==> src/rtl/roi_scan_ctrl.sv <==
// roi_scan_ctrl: overlapped scan sequencer for the minitest serial harness.
// Each transaction shifts a vector in on scan_di while the previous response shifts out on scan_do, then strobes.
module roi_scan_ctrl #(
  parameter int DIN_N  = 256,
  parameter int DOUT_N = 256
) (
  input  logic              clk,
  input  logic              rst_n,
  input  logic              start,
  input  logic [DIN_N-1:0]  vec_in,
  output logic              busy,
  output logic              done,
  output logic [DOUT_N-1:0] vec_out,
  output logic              resp_valid,
  output logic              scan_di,
  output logic              scan_stb,
  input  logic              scan_do
);
  localparam int N     = (DIN_N > DOUT_N) ? DIN_N : DOUT_N;
  localparam int CNT_W = $clog2(N + 1);
  localparam logic [CNT_W-1:0] LAST_K = CNT_W'(N - 1);
  localparam logic [CNT_W-1:0] RX_LEN = CNT_W'(DOUT_N);

  typedef enum logic [1:0] {S_IDLE, S_SHIFT, S_STROBE} state_t;

  state_t            r_state;
  state_t            w_state_nxt;
  logic [CNT_W-1:0]  r_cnt;
  logic [N-1:0]      r_tx;
  logic [DOUT_N-1:0] r_rx;
  logic              r_strobed;
  logic [N-1:0]      w_tx_load;
  logic              w_accept;
  logic              w_shift_last;
  logic              w_strobe_end;

  // Zero-extending into the top bits yields the leading padding when DIN_N < N.
  always_comb begin
    w_tx_load              = '0;
    w_tx_load[DIN_N-1:0]   = vec_in;
  end

  always_ff @(posedge clk or negedge rst_n) begin
    if (!rst_n) r_state <= S_IDLE;
    else        r_state <= w_state_nxt;
  end

  always_comb begin
    w_state_nxt  = r_state;
    w_accept     = 1'b0;
    w_shift_last = 1'b0;
    w_strobe_end = 1'b0;
    case (r_state)
      S_IDLE: begin
        if (start) begin
          w_accept    = 1'b1;
          w_state_nxt = S_SHIFT;
        end
      end
      S_SHIFT: begin
        if (r_cnt == LAST_K) begin
          w_shift_last = 1'b1;
          w_state_nxt  = S_STROBE;
        end
      end
      S_STROBE: begin
        w_strobe_end = 1'b1;
        w_state_nxt  = S_IDLE;
      end
      default: w_state_nxt = S_IDLE;
    endcase
  end

  assign busy = (r_state != S_IDLE);

  // scan_di is registered, so the first bit is launched on the accepting edge itself.
  always_ff @(posedge clk or negedge rst_n) begin
    if (!rst_n) begin
      r_cnt      <= '0;
      r_tx       <= '0;
      r_rx       <= '0;
      r_strobed  <= 1'b0;
      scan_di    <= 1'b0;
      scan_stb   <= 1'b0;
      done       <= 1'b0;
      vec_out    <= '0;
      resp_valid <= 1'b0;
    end else begin
      done     <= 1'b0;
      scan_stb <= 1'b0;
      scan_di  <= 1'b0;
      if (w_accept) begin
        r_cnt   <= '0;
        scan_di <= w_tx_load[N-1];
        r_tx    <= w_tx_load << 1;
      end
      if (r_state == S_SHIFT) begin
        r_cnt <= r_cnt + CNT_W'(1);
        if (r_cnt < RX_LEN) r_rx <= {r_rx[DOUT_N-2:0], scan_do};
        if (w_shift_last) begin
          scan_stb <= 1'b1;
        end else begin
          scan_di <= r_tx[N-1];
          r_tx    <= r_tx << 1;
        end
      end
      if (w_strobe_end) begin
        done      <= 1'b1;
        vec_out   <= r_rx;
        r_strobed <= 1'b1;
        if (r_strobed) resp_valid <= 1'b1;
      end
    end
  end

endmodule
==> config.mk <==
export PLATFORM = sky130hd
export DESIGN_NAME = roi_scan_ctrl
export DESIGN_NICKNAME = d
export VERILOG_FILES = /design/src/rtl/roi_scan_ctrl.sv
export SDC_FILE = /design/constraint.sdc
export NUM_CORES = 1
export LEC_CHECK = 0
export BUFFER_PORTS_ARGS = -buffer_cell sky130_fd_sc_hd__buf_2
export CORE_AREA = 2 2 245 247
export CTS_BUF_LIST = sky130_fd_sc_hd__clkbuf_4
export DETAILED_ROUTE_END_ITERATION = 8
export DIE_AREA = 0 0 247 249
export PLACE_DENSITY_LB_ADDON = 0.15
export SYNTH_ARGS = -nofsm -noshare
export SYNTH_HDL_FRONTEND = slang
export SYNTH_SLANG_ARGS = --single-unit
==> constraint.sdc <==
create_clock -name clk -period 1.9 [get_ports clk]
set_input_delay 0.095 -clock clk [delete_from_list [all_inputs] [get_ports clk]]
set_output_delay 0.095 -clock clk [all_outputs]
set_load 0.01 [all_outputs]
==> flow_summary.yaml, run 1 <==
status:
  status: "stopped before the end"
  lastStage: "5_1_grt"
  error: "[ERROR GRT-0232] Routing congestion too high. Check the congestion heatmap in the GUI."
clock_network:
  clk_path_buf_depth: 3
  cts_buffers: 196
  clock-sinks: 784
  cts.htree.levels: 4
  root_buffer: "clkbuf_4"
synth:
  yosysSeqAreaShare_pct: 63.4
  syn_inst: 2544
  netlist_area_mm2: 0.0309
  netlist_top_cells_count: "dfrtp_1 (784), nand2_1 (519), mux2_2 (493), nor2_1 (257), a31oi_1 (256)"
  yosys_warnings: 0
  syn_avg_cell_area_um2: 12.2
  syn_nets: 2806
  synth_fa_ha_area_share_pct: 0.0809
  synth_xor_area_share_pct: 0
  netlist_top_cells_area: "dfrtp_1 (63%), mux2_2 (18%), nand2_1 (6.3%), a31oi_1 (5.2%), nor2_1 (3.1%)"
  synth_simple_gate_area_share_pct: 9.86
  synth.most_common_cell: "dfrtp_1"
  synth_top_area_share_pct: 63.4
  muxShareOfSynthArea_pct: 18.6
  synth-compound-area-share_pct: 5.55
  synth_top_area_cell: "dfrtp_1"
  synth_flop_cell: "dfrtp_1"
  yosysUniqueCellTypes: 35
  synth_edf_count: 0
  ys_seq_elements: 784
  synth_top_family_by_area: "multiplexers"
  synthArstFlopShare_pct: 100
placement:
  io_buffers: 520
  dpl_cell_area_mm2: 0.0348
  hpwl_mm: 48.9
  gp_congestion: 0.848
  pre_cts_ws_ns: -0.214
  dpl.cell_count: 3745
floorplan:
  core.rowCount: 89
  fp.dieH_um: 249
  die_x_um: 247
  num_io_pins: 521
  initial_core_util_pct: 52.7
global_routing:
  grt_usage_pct: 39.7
  grt_start_max_net_pins: 122
  grt_remaining_overflow: 6
routing by layer:
metal,overflow,track usage (%)
met2,5,57.5
met1,0,45.0
met5,0,6.28
met3,0,20.1
met4,1,27.2
cell families after synthesis:
group | Yosys count
flops | 784
buf+inv | 176
mux | 512
simple gates | 797
fa+ha+maj | 2
compound gates | 273
per-stage QoR:
step / setup TNS (ns) / util (%)
3_5_place_dp: -28.79 / 59.4
4_1_cts: -30.39 / 75.8
3_3_place_gp: -20.62 / 59.4
2_1_floorplan: -4.32 / -
what timing repair did:
action	CTS
hold endpoints to repair	1051
setup buffers	27
pin swaps	18
gates resized for setup	152
hold buffers	518
cloned	44
setup endpoints to repair	328
==> inputs of run 2 (changes only) <==
Settings changed: CORE_AREA 2 2 245 247 to 2 2 282 284, CTS_BUF_LIST sky130_fd_sc_hd__clkbuf_4 to default, DIE_AREA 0 0 247 249 to 0 0 284 286.
Clock period 1.9 ns to 2.45 ns, I/O delays scaled along.
==> run 2 against run 1 <==
- the run now ends clean
- synthesized cell count unchanged
- area after synthesis stayed put
==> flow_summary.yaml, run 2 <==
status:
  status: "finished clean"
synth:
  synth-compound-area-share_pct: 5.55
  muxShareOfSynthArea_pct: 18.6
  yosys_warnings: 0
  yosysUniqueCellTypes: 35
  synth_simple_gate_area_share_pct: 9.86
  synthArstFlopShare_pct: 100
  syn_nets: 2806
  synth_top_area_share_pct: 63.4
  synth_flop_cell: "dfrtp_1"
  yosysSeqAreaShare_pct: 63.4
  syn_inst: 2544
  netlist_top_cells_count: "dfrtp_1 (784), nand2_1 (519), mux2_2 (493), nor2_1 (257), a31oi_1 (256)"
  syn_avg_cell_area_um2: 12.2
  synth_xor_area_share_pct: 0
  synth_fa_ha_area_share_pct: 0.0809
  netlist_top_cells_area: "dfrtp_1 (63%), mux2_2 (18%), nand2_1 (6.3%), a31oi_1 (5.2%), nor2_1 (3.1%)"
  synth.most_common_cell: "dfrtp_1"
  synth_edf_count: 0
  netlist_area_mm2: 0.0309
  ys_seq_elements: 784
  synth_top_family_by_area: "multiplexers"
  synth_top_area_cell: "dfrtp_1"
routing:
  dr.first_iter.drc_count: 1280
  wl_met3_mm: 3.96
  dr.max_layer_used: "met4"
  routedWlPerCell_um: 17.2
  post-route-drc-count: 0
  drt.antenna.violating_nets: 0
  met2WireLength_mm: 36.2
  drt-met1-wl_mm: 33.5
  firstDrtPassIters: 6
  vias_per_cell: 5.03
  vias: 22300
  drt-total-wl_mm: 76.5
power:
  combinationalPowerShare_pct: 3.4
  power_frac_seq_pct: 47.6
  p_switching_w: 0.00578
  sw_frac_of_total_pct: 21.2
  power.share.clock_pct: 49.0
  p_total_w: 0.0273
  power_leakage_nw: 20.9
  ir_drop_mv: 0.486
  p_per_area_mw_per_mm2: 668
  internal-power_w: 0.0215
setup_path:
  cp_slowest_cell: "or3b_4"
  start_kind: "flop"
  worstPathMaxFanout: 61
  crit_chain: "ha_2 > nand3_1 > nor2_1 > ha_1 > or3b_4 > buf_12 > buf_16 > nor2_1 > a31oi_1"
  worst_path_most_repeated_cell: "nor2_1"
  critPathBufInv: 2
  path_class: "reg2reg"
  critical_path.top_delay_family: "simple AND/OR/NAND/NOR gates"
  cpPeakStageDelay_ns: 0.44
  cp.arrival_ns: 2.72
  endpoint_kind: "flop"
  worstPathRequired_ns: 2.91
cells_and_area:
  n_antenna_cell: 0
  final_cell_mix: "dfrtp_1 (784), nand2_1 (519), buf_2 (519), mux2_2 (493), dlygate4sd3_1 (259)"
  largest_registers: "r_rx (256), r_tx (256), vec_out (256)"
  area_growth_syn_to_layout_pct: 31.9
  drive_gt1_share_pct: 36.8
  nNetsFinal: 3583
  layout_commonest_cell: "dfrtp_1"
clock_network:
  cts_buffers: 85
  root_buffer: "clkbuf_16"
  clk_path_buf_depth: 3
  cts.htree.levels: 3
  clk_pin_slew_worst_paths_ns: 0.06
  cts_tree: "built"
  postCtsSetupBuffers: 0
  clk_latency_ns: 0.63
  clock-sinks: 784
timing:
  rsz0062_at_grt: "no"
  setup_viol: 0
  fmax_ghz: 0.443
  hold_viol: 0
  slew-limit-headroom_pct: 60.1
  min_period_over_period_pct: 92.1
  tightest_slew_ns: 0.599
  min_period_ns: 2.26
  finalMaxSlewViolations: 0
  tns_ns: 0
  skew_ns: 0.0347
global_routing:
  grt_usage_pct: 18.6
  grt_antenna_before_repair: 0
  grt_remaining_overflow: 0
  grt_pass1_vias: 22800
  grt_start_max_net_pins: 127
  grt_pass1_wl_mm: 123
floorplan:
  core_area_mm2: 0.0784
  die_x_um: 284
  fp.dieH_um: 286
  core.rowCount: 103
  initial_core_util_pct: 39.5
  num_io_pins: 521
  dieArea_mm2: 0.0812
worst_hold_path:
  hold_path.class: "in2async"
placement:
  gp_congestion: 0.830
  io_buffers: 520
  hpwl_mm: 50.7
flow_run:
  max_cap_violations: 0
==> run 2: cell counts after synthesis <==
No cell type changed its count.
==> run 2: stage by stage <==
step | setup slack (ns) | hold WS, ns | instances | area (µm²) | util [%]
2_1_floorplan | 0.398 | -0.173 | 2544 | 30900 | -
3_3_place_gp | 0.260 | 0.123 | 4025 | 35200 | 44.9
3_5_place_dp | 0.147 | 0.126 | 4025 | 35200 | 44.9
4_1_cts | 0.114 | 0.0309 | 4440 | 40800 | 52.1
5_1_grt | 0.0387 | 0.0687 | 4440 | 40800 | 52.1
6_report | 0.194 | 0.0502 | 4440 | 40800 | 52.1
==> run 2: what timing repair did <==
| action | 4_1_cts | 5_1_grt |
|---|---|---|
| hold buffers | 259 | 0 |
| gates resized for setup | 0 | 2 |
| endpoints found under the hold margin | 524 | 0 |
| endpoints found under the setup margin | 0 | 1 |
==> run 2: cell families after synthesis <==
group / count (synthesis)
AO/OA/AOI/OAI: 273
adder cells (fa/ha/maj): 2
buffers and inverters: 176
flip-flops: 784
multiplexers: 512
AND/OR/NAND/NOR: 797
==> run 2: area by class of cell <==
class,count,area (µm²)
multi-input combinational,1584,10600
clock buffer,120,2490
inverter,3,11.3
fill,6707,37600
timing repair buffer,863,6280
tap,1050,1310
clock inverter,36,497
sequential,784,19600
==> run 2: per-layer routing <==
layer	track usage [%]	up-vias
li1	-	10300
met2	30.0	673
met1	25.0	11200
met3	3.29	183
met5	0	-
met4	7.37	0
==> run 2: power by group through the flow <==
stage / clock (W) / sequential, W / combinational, W
2_1_floorplan: 0 / 0.0132 / 0.0000174
3_3_place_gp: 0 / 0.0132 / 0.000599
3_5_place_dp: 0 / 0.0132 / 0.000605
4_1_cts: 0.0138 / 0.0130 / 0.000927
5_1_grt: 0.0143 / 0.0130 / 0.00102
6_report: 0.0134 / 0.0130 / 0.000916
==> run 2: worst paths after layout <==
path | from | to | slack, ns | cells past startpoint
setup / recovery | r_cnt[0]$_DFFE_PN0P_ | r_tx[231]$_DFF_PN0_ | 0.19 | 9
hold / removal | rst_n | vec_out[238]$_DFFE_PN0P_ | 0.05 | 2
setup reg to reg | r_cnt[0]$_DFFE_PN0P_ | r_tx[231]$_DFF_PN0_ | 0.19 | 9
hold reg to reg | resp_valid$_DFFE_PN0P_ | resp_valid$_DFFE_PN0P_ | 0.46 | 1
max in group asynchronous | rst_n | r_tx[96]$_DFF_PN0_ | 1.43 | 4
min in group clk | scan_do | r_rx[0]$_DFFE_PN0P_ | 0.27 | 3
==> run 2: worst reg2reg max path, delay by kind of cell (launching register included) <==
family | cells | cell delay [ns]
AO/OA/AOI/OAI | 1 | 0.06
flip-flops | 1 | 0.40
AND/OR/NAND/NOR | 4 | 0.72
buffers and inverters | 2 | 0.46
adder cells (fa/ha/maj) | 2 | 0.45
(Power assumes the default switching activity.)
